$ cat src/rtl/buffer_pkg.sv
// Shared types and defaults for the buffer_lru family of blocks.
// Holds slot geometry defaults, the dump FSM state type and the slot index type.
package buffer_pkg;

    localparam int DEF_WIDTH    = 16;
    localparam int DEF_BUF_SIZE = 8;
    localparam int IDX_W        = $clog2(DEF_BUF_SIZE);

    typedef logic [IDX_W-1:0] idx_t;

    typedef enum logic [1:0] {
        IDLE = 2'd0,
        SCAN = 2'd1,
        OUT  = 2'd2,
        DONE = 2'd3
    } dump_state_t;

endpackage

$ cat src/rtl/buffer_lru_dump.sv
// Snapshots buffer_lru contents on start_i and streams slots out over valid/ready.
// Ports:
//   clk_i, rst_i (async, active-low)      clock / reset
//   start_i                               dump request, sampled only in IDLE
//   buf_array_i                           parallel slot contents
//   valid_o/ready_i                       beat handshake
//   data_o, idx_o, last_o                 beat payload (zero when valid_o=0)
//   busy_o, done_o, count_o               dump status
module buffer_lru_dump
    import buffer_pkg::*;
#(
    parameter int WIDTH      = DEF_WIDTH,
    parameter int BUF_SIZE   = DEF_BUF_SIZE,
    parameter int SKIP_EMPTY = 1,
    localparam int IW        = $clog2(BUF_SIZE),
    localparam int CW        = $clog2(BUF_SIZE + 1)
) (
    input  logic                             clk_i,
    input  logic                             rst_i,
    input  logic                             start_i,
    input  logic [BUF_SIZE-1:0][WIDTH-1:0]   buf_array_i,
    output logic                             busy_o,
    output logic                             valid_o,
    input  logic                             ready_i,
    output logic [WIDTH-1:0]                 data_o,
    output logic [IW-1:0]                    idx_o,
    output logic                             last_o,
    output logic                             done_o,
    output logic [CW-1:0]                    count_o
);

    dump_state_t                     r_state;
    logic [BUF_SIZE-1:0][WIDTH-1:0]  r_snap;
    logic [IW-1:0]                   r_ptr;
    logic [CW-1:0]                   r_count;

    logic                            w_out;
    logic                            w_last;
    logic                            w_cur_emit;

    function automatic logic f_emitable(input logic [WIDTH-1:0] v);
        return (SKIP_EMPTY != 0) ? (|v) : 1'b1;
    endfunction

    // True when some slot strictly above p would still be emitted.
    function automatic logic f_emit_above(
        input logic [BUF_SIZE-1:0][WIDTH-1:0] s,
        input logic [IW-1:0]                  p
    );
        logic r;
        r = 1'b0;
        for (int i = 0; i < BUF_SIZE; i++) begin
            if (i > int'(p) && f_emitable(s[i])) begin
                r = 1'b1;
            end
        end
        return r;
    endfunction

    assign w_out      = (r_state == OUT);
    assign w_cur_emit = f_emitable(r_snap[r_ptr]);
    assign w_last     = ~f_emit_above(r_snap, r_ptr);

    assign valid_o = w_out;
    assign data_o  = w_out ? r_snap[r_ptr] : '0;
    assign idx_o   = w_out ? r_ptr : '0;
    assign last_o  = w_out & w_last;
    assign busy_o  = (r_state != IDLE);
    assign done_o  = (r_state == DONE);
    assign count_o = r_count;

    always_ff @(posedge clk_i or negedge rst_i) begin
        if (!rst_i) begin
            r_state <= IDLE;
            r_snap  <= '0;
            r_ptr   <= '0;
            r_count <= '0;
        end else begin
            unique case (r_state)
                IDLE: begin
                    if (start_i) begin
                        r_snap  <= buf_array_i;
                        r_ptr   <= '0;
                        r_count <= '0;
                        r_state <= SCAN;
                    end
                end
                SCAN: begin
                    if (w_cur_emit) begin
                        r_state <= OUT;
                    end else if (r_ptr == IW'(BUF_SIZE - 1)) begin
                        r_state <= DONE;
                    end else begin
                        r_ptr <= r_ptr + IW'(1);
                    end
                end
                OUT: begin
                    if (ready_i) begin
                        r_count <= r_count + CW'(1);
                        if (w_last) begin
                            r_state <= DONE;
                        end else begin
                            r_ptr   <= r_ptr + IW'(1);
                            r_state <= SCAN;
                        end
                    end
                end
                DONE: begin
                    r_state <= IDLE;
                end
                default: begin
                    r_state <= IDLE;
                end
            endcase
        end
    end

endmodule

$ cat config.mk
export PLATFORM = sky130hd
export DESIGN_NAME = buffer_lru_dump
export DESIGN_NICKNAME = d
export VERILOG_FILES = /design/src/rtl/buffer_pkg.sv /design/src/rtl/buffer_lru_dump.sv
export SDC_FILE = /design/constraint.sdc
export NUM_CORES = 1
export LEC_CHECK = 0
export ABC_AREA = 1
export CORE_MARGIN = 3
export CORE_UTILIZATION = 52
export DETAILED_ROUTE_END_ITERATION = 8
export HOLD_SLACK_MARGIN = 0.02
export PLACE_DENSITY_LB_ADDON = 0.08
export SETUP_SLACK_MARGIN = 0.2
export SYNTH_ARGS = -nofsm -noshare
export SYNTH_HDL_FRONTEND = slang
export SYNTH_SLANG_ARGS = --single-unit
export TNS_END_PERCENT = 100
$ cat constraint.sdc
create_clock -name clk_i -period 2.2 [get_ports clk_i]
set_input_delay 0.44 -clock clk_i [delete_from_list [all_inputs] [get_ports clk_i]]
set_output_delay 0.44 -clock clk_i [all_outputs]
set_load 0.05 [all_outputs]
* Yosys cells after proc, flatten, opt, wreduce, memory -nomap -nowiden
Index checks and enable logic that the tools add are counted.
** Storage, ports and cells
- Word-level logic and storage cells :: 82
- Bits in registers :: 137
- Output and inout bits :: 27
** Cells by class
- Equal/unequal tests :: 10
- Reductions and logical operators :: 23
- Muxes and demuxes :: 26
- Order comparisons :: 8
- Add/subtract/negate cells :: 2
- Bitwise logic cells :: 2
** Operators by type and width (count)
- $reduce_or 16->1 :: 8
- $bmux 16 s3 :: 1
- $mux 16 :: 2
- $mux 3 :: 6
- $gt 3x3->1 const A :: 4
- $mux 2 :: 5
- $pmux 3 s3 :: 1
- $mux 4 :: 2
- $ne 2x2->1 const B :: 4
- $pmux 2 s4 :: 1
- $pmux 4 s2 :: 1
- $logic_and 1x1->1 :: 7
- $mux 1 :: 7
- $gt 2x3->1 const A :: 2
- $reduce_and 3->1 :: 2
- $reduce_and 6->1 :: 1
- $add 4x1->4 const B :: 1
- $eq 2x2->1 const B :: 2
- $lt 3x4->1 const B :: 1
- $reduce_bool 2->1 :: 2
- $add 3x1->3 const B :: 1
- $eq 3x3->1 const B :: 1
- $gt 1x3->1 const A :: 1
- $ne 3x3->1 const B :: 1
- other kinds (7) :: 7

* Depth between registers and ports, before layout
Gate-level depths: netlist of the first run.
- Word-level depth :: 12
- Mapped depth :: 17
- Gate-level depth less buffers :: 15

* Worst setup path before layout of the first run
OpenSTA, ideal clock, no wires.
- Path type :: register to output
- Start :: register r_state[0]
- End :: output port data_o[0]
- Buffers on the path :: 2
- Cell stages (with the launch flop) :: 7
- Setup slack :: -535 ps
- Arrival :: 2295 ps
- Path through :: dfrtp_1 > inv_1 > ha_1 > inv_1 > clkbuf_1 > buf_1 > nor2_1
** On the way
- Longest elaborated chain between the ends :: 2
** RTL lines
- start, declared :: RTL line buffer_lru_dump.sv:32 : dump_state_t r_state;
- start signal, assigned :: RTL line buffer_lru_dump.sv:74 : r_state <= IDLE;
- start signal, assigned :: RTL line buffer_lru_dump.sv:85 : r_state <= SCAN;
- start signal, assigned :: RTL line buffer_lru_dump.sv:90 : r_state <= OUT;
- $eq 2x2->1 :: RTL line buffer_lru_dump.sv:60 : assign w_out = (r_state == OUT);
- via valid_o :: RTL line buffer_lru_dump.sv:23 : output logic valid_o,
- $mux 16 :: RTL line buffer_lru_dump.sv:65 : assign data_o = w_out ? r_snap[r_ptr] : '0;
- end, declared :: RTL line buffer_lru_dump.sv:25 : output logic [WIDTH-1:0] data_o,
The timed path passes the listed nets, and every way through them passes these cells.

* Final worst setup path of the first run
- Start :: register r_ptr[0]
- End :: output port last_o
** On the way
- Longest elaborated chain between the ends :: 11
- Elaborated cells between the ends (all ways) :: 23
** RTL lines
- start, declared :: RTL line buffer_lru_dump.sv:34 : logic [IW-1:0] r_ptr;
- start signal, assigned :: RTL line buffer_lru_dump.sv:94 : r_ptr <= r_ptr + IW'(1);
- start signal, assigned :: RTL line buffer_lru_dump.sv:103 : r_ptr <= r_ptr + IW'(1);
- $gt 1x3->1 :: RTL line buffer_lru_dump.sv:53 : if (i > int'(p) && f_emitable(s[i])) begin
- $logic_and 1x1->1 :: RTL line buffer_lru_dump.sv:53
- $mux 1 (6 in series) :: RTL line buffer_lru_dump.sv:53
- $mux 1 * :: RTL line buffer_lru_dump.sv:53
- $not 1->1 * :: RTL line buffer_lru_dump.sv:62 : assign w_last = ~f_emit_above(r_snap, r_ptr);
- $and 1x1->1 * :: RTL line buffer_lru_dump.sv:67 : assign last_o = w_out & w_last;
- end, declared :: RTL line buffer_lru_dump.sv:27 : output logic last_o,
Every way passes the cells marked *; elsewhere a longest branch is shown, timed or not.

==> metrics, run 1 <==
Power Density 1500 nW/µm²; register area ~3400 µm²; Fill cells roughly 990; dominant cells by area after synthesis dfrtp_1, nand2_1, nor2_1, a21oi_1, inv_1; Flop pwr share 0.249; antenna-violating nets left 0; crit path kind reg2out; die area between 15000 and 20000 µm²; peak supply drop ~0.00075 V; sequential fraction of the synthesis area 0.452; GRT Util Overall 0.283; endpoints failing setup 18; CP max stage cell dfrtp_2; Crit. End Element primary output; period utilization 1.12; Crit path largest cell delay between 400 and 500 ps; Starting Density 0.538; cell-internal power 9.09 mW; clk sink count ~140; Placer Congestion 0.958; Clock Power Share 0.164; CTS Buffer Depth 2; CP arrival roughly 2000 ps; Final Hold Fails 0; total gr overflow 0; Total Power approximately 17 mW; Diodes inserted 0; worst path cell trace buf_12 -> ha_4 -> ha_4 -> inv_2 -> a21oi_2 -> nand2_2 -> nor2_4 -> buf_8; CTS tree done; first-pass GRT wire length between 30 and 40 mm; drt via density around 5.5; register bit total from synthesis between 100 and 150; Mean Syn Cell Area around 7.1 µm²; Max Cap Viol 0; Nets around 1400; Synth cell types 27; post-DP HPWL ~17 mm; DR DRC count 0; Min-Delay Path Class in2async; final WL roughly 25 mm; Worst slew margin 0.676; DIE HEIGHT 127 µm; Die W around 130 µm; IO buf count about 160; Worst Hold Slack about 5.9 ps; Final Instance Area between 10000 and 15000 µm²; Sw Pwr roughly 8 mW; fin worst setup slack -271 ps; max-slew violations 0; DP Area 9650 µm²; Net Count, Synth about 1200; Most Frequent Cell on Critical Path ha_4; unrepaired setup endpoints after global routing true; FMAX about 0.4 GHz; H-tree depth 4; largest net degree at the start of global routing 75; # rows 43; DR pass1 iterations 5; Leakage Power between 5 and 6 nW; status finished with violations; main flop type after synthesis dfrtp_1; FF-to-FF path depth 16; Post-Syn Instances ~1100; vias in the first global route ~7100; failing checks setup timing; Num CTS Buffers 17; initial antenna violation count 0; root buffer cell clkbuf_16; hold buffers post-CTS 0; Slew @ Worst Pin a little under 500 ps; initial drt markers approximately 1000; final critical-path required period between 2000 and 2500 ps; Area Growth Syn to Fin 49.2%; Net Sw Frac 0.463; Post-Route Setup TNS -3620 ps; Reg clk slew, reported paths 60 ps; setup skew after layout 9.53 ps; Yosys warning total 0; Ports 159; combinational group share of total power 0.586; DR WL/cell around 18 µm; Post-synth EDFFs 0; final core utilization 0.803; area of the multi-input gates between 3000 and 4000 µm²; CP Max Fanout 6; Core Area 14100 µm²; proportion of netlist area held by the largest area contributor 0.452; DR vias 7898; async set-reset flop share out of synthesis 1.00; Clock Latency Late Sink around 430 ps; Worst setup SP type register; synthesized cell area between 7000 and 8000 µm²; share of cells above drive strength 1 0.215; Synth area leader dfrtp_1; CP required roughly 1800 ps
-- Yosys cell counts (all sizes together), types with 3 or more instances --
library cell,n
o21ai,12
clkbuf,32
buf,25
dfrtp,137
ha,10
nand2,260
nand3,92
nand4,16
a21oi,121
nor3,5
mux2,11
inv,141
or2,3
nor2,198
-- metrics by stage --
step	setup WS, ps	cells
after global routing	-338	1443
after CTS	-221	1418
final	-271	1443
after detailed placement	-73.3	1382
after global placement	-9.72	1382
after floorplan	59.4	1067
-- cells by family after synthesis --
kind of cell | count (synthesis) | synth area share
multiplexers | 11 | 0.0163
adder cells (fa/ha/maj) | 10 | 0.0165
AO/OA/AOI/OAI | 136 | 0.0909
flip-flops | 137 | 0.452
buffers and inverters | 198 | 0.114
AND/OR/NAND/NOR | 574 | 0.309
XOR/XNOR | 1 | 0.00116
-- per-layer routing --
| metal | global-route usage | vias to the layer above | share of wire |
|---|---|---|---|
| li1 | - | 3697 | - |
| met1 | 0.389 | 3662 | 0.40 |
| met2 | 0.433 | 465 | 0.47 |
| met3 | 0.0682 | 74 | 0.098 |
| met4 | 0.114 | 0 | 0.036 |
| met5 | 0 | - | 0 |
-- layout by cell type, fill, tap and decap left out, drive strengths merged --
cell type,instances
nand3,92
inv,143
bufinv,1
clkdlybuf4s50,130
buf,76
nor3,5
nor2,198
o21ai,12
dfrtp,137
dlygate4sd2,4
nand2,260
mux2,11
ha,10
or2,3
nand4,16
a21oi,121
xor2,1
clkinv,6
a31oi,1
o21bai,1
clkinvlp,6
o22ai,1
clkbuf,28
-- path summary, 6_finish.rpt --
check                                start          to  slack, ps
worst max-delay path              r_ptr[0]      last_o       -270
worst min-delay path                 rst_i  r_snap[89]          6
worst max register to register    r_ptr[0]    r_ptr[2]        -10
worst min register to register  r_snap[11]  r_snap[11]        520
max in group asynchronous            rst_i  r_snap[60]       1830
min in group clk_i              r_snap[11]  r_snap[11]        520
-- registers in the layout (all words and copies together) (netlist names) --
name,count
count_o,4
r_snap,128
r_ptr,3
r_state,2
-- worst max-delay path, delay by kind of cell (launching register included) --
family / cells / cell delay, ps
DFF: 1 / 450
buffers and inverters: 3 / 430
adders and majority gates: 2 / 270
and+or+nand+nor: 2 / 260
AOI/OAI and AO/OA: 1 / 170
-- what timing repair did --
item / 4_1_cts / 5_1_grt
setup buffers: 3 / 13
setup endpoints to repair: 28 / 24
cloned: 1 / 12
gates resized for setup: 67 / 114
endpoints found under the hold margin: 0 / 0
pin swaps: 9 / 55
-- layout make-up --
type                       instances  share of cell area
clock buffer                      20              0.0404
clock inverter                    12              0.0102
inverter                         141              0.0503
multi-input combinational        732               0.346
sequential                       137               0.303
tap                              180              0.0199
timing repair buffer             218               0.226
timing repair inverter             3             0.00343
-- power groups by stage --
stage / Combinational, mW / Clock [mW] / Sequential [mW]
floorplan: 5.26 / 0 / 4.13
global placement: 7.53 / 0 / 4.17
detailed placement: 7.63 / 0 / 4.21
CTS: 8.21 / 2.79 / 4.16
global route: 10.6 / 2.92 / 4.31
finish: 9.92 / 2.78 / 4.22
Note: power is estimated with default switching activity, not from simulation.
==> inputs of run 2 (changes only) <==
--- a/config.mk
+++ b/config.mk
@@ -6,6 +6,7 @@
 export NUM_CORES = 1
 export LEC_CHECK = 0
 export ABC_AREA = 1
+export CAP_MARGIN = 20
 export CORE_MARGIN = 3
 export CORE_UTILIZATION = 52
 export DETAILED_ROUTE_END_ITERATION = 8
==> results of run 2 <==
No change in the layout: final DEF, timing and power equal those of run 1.
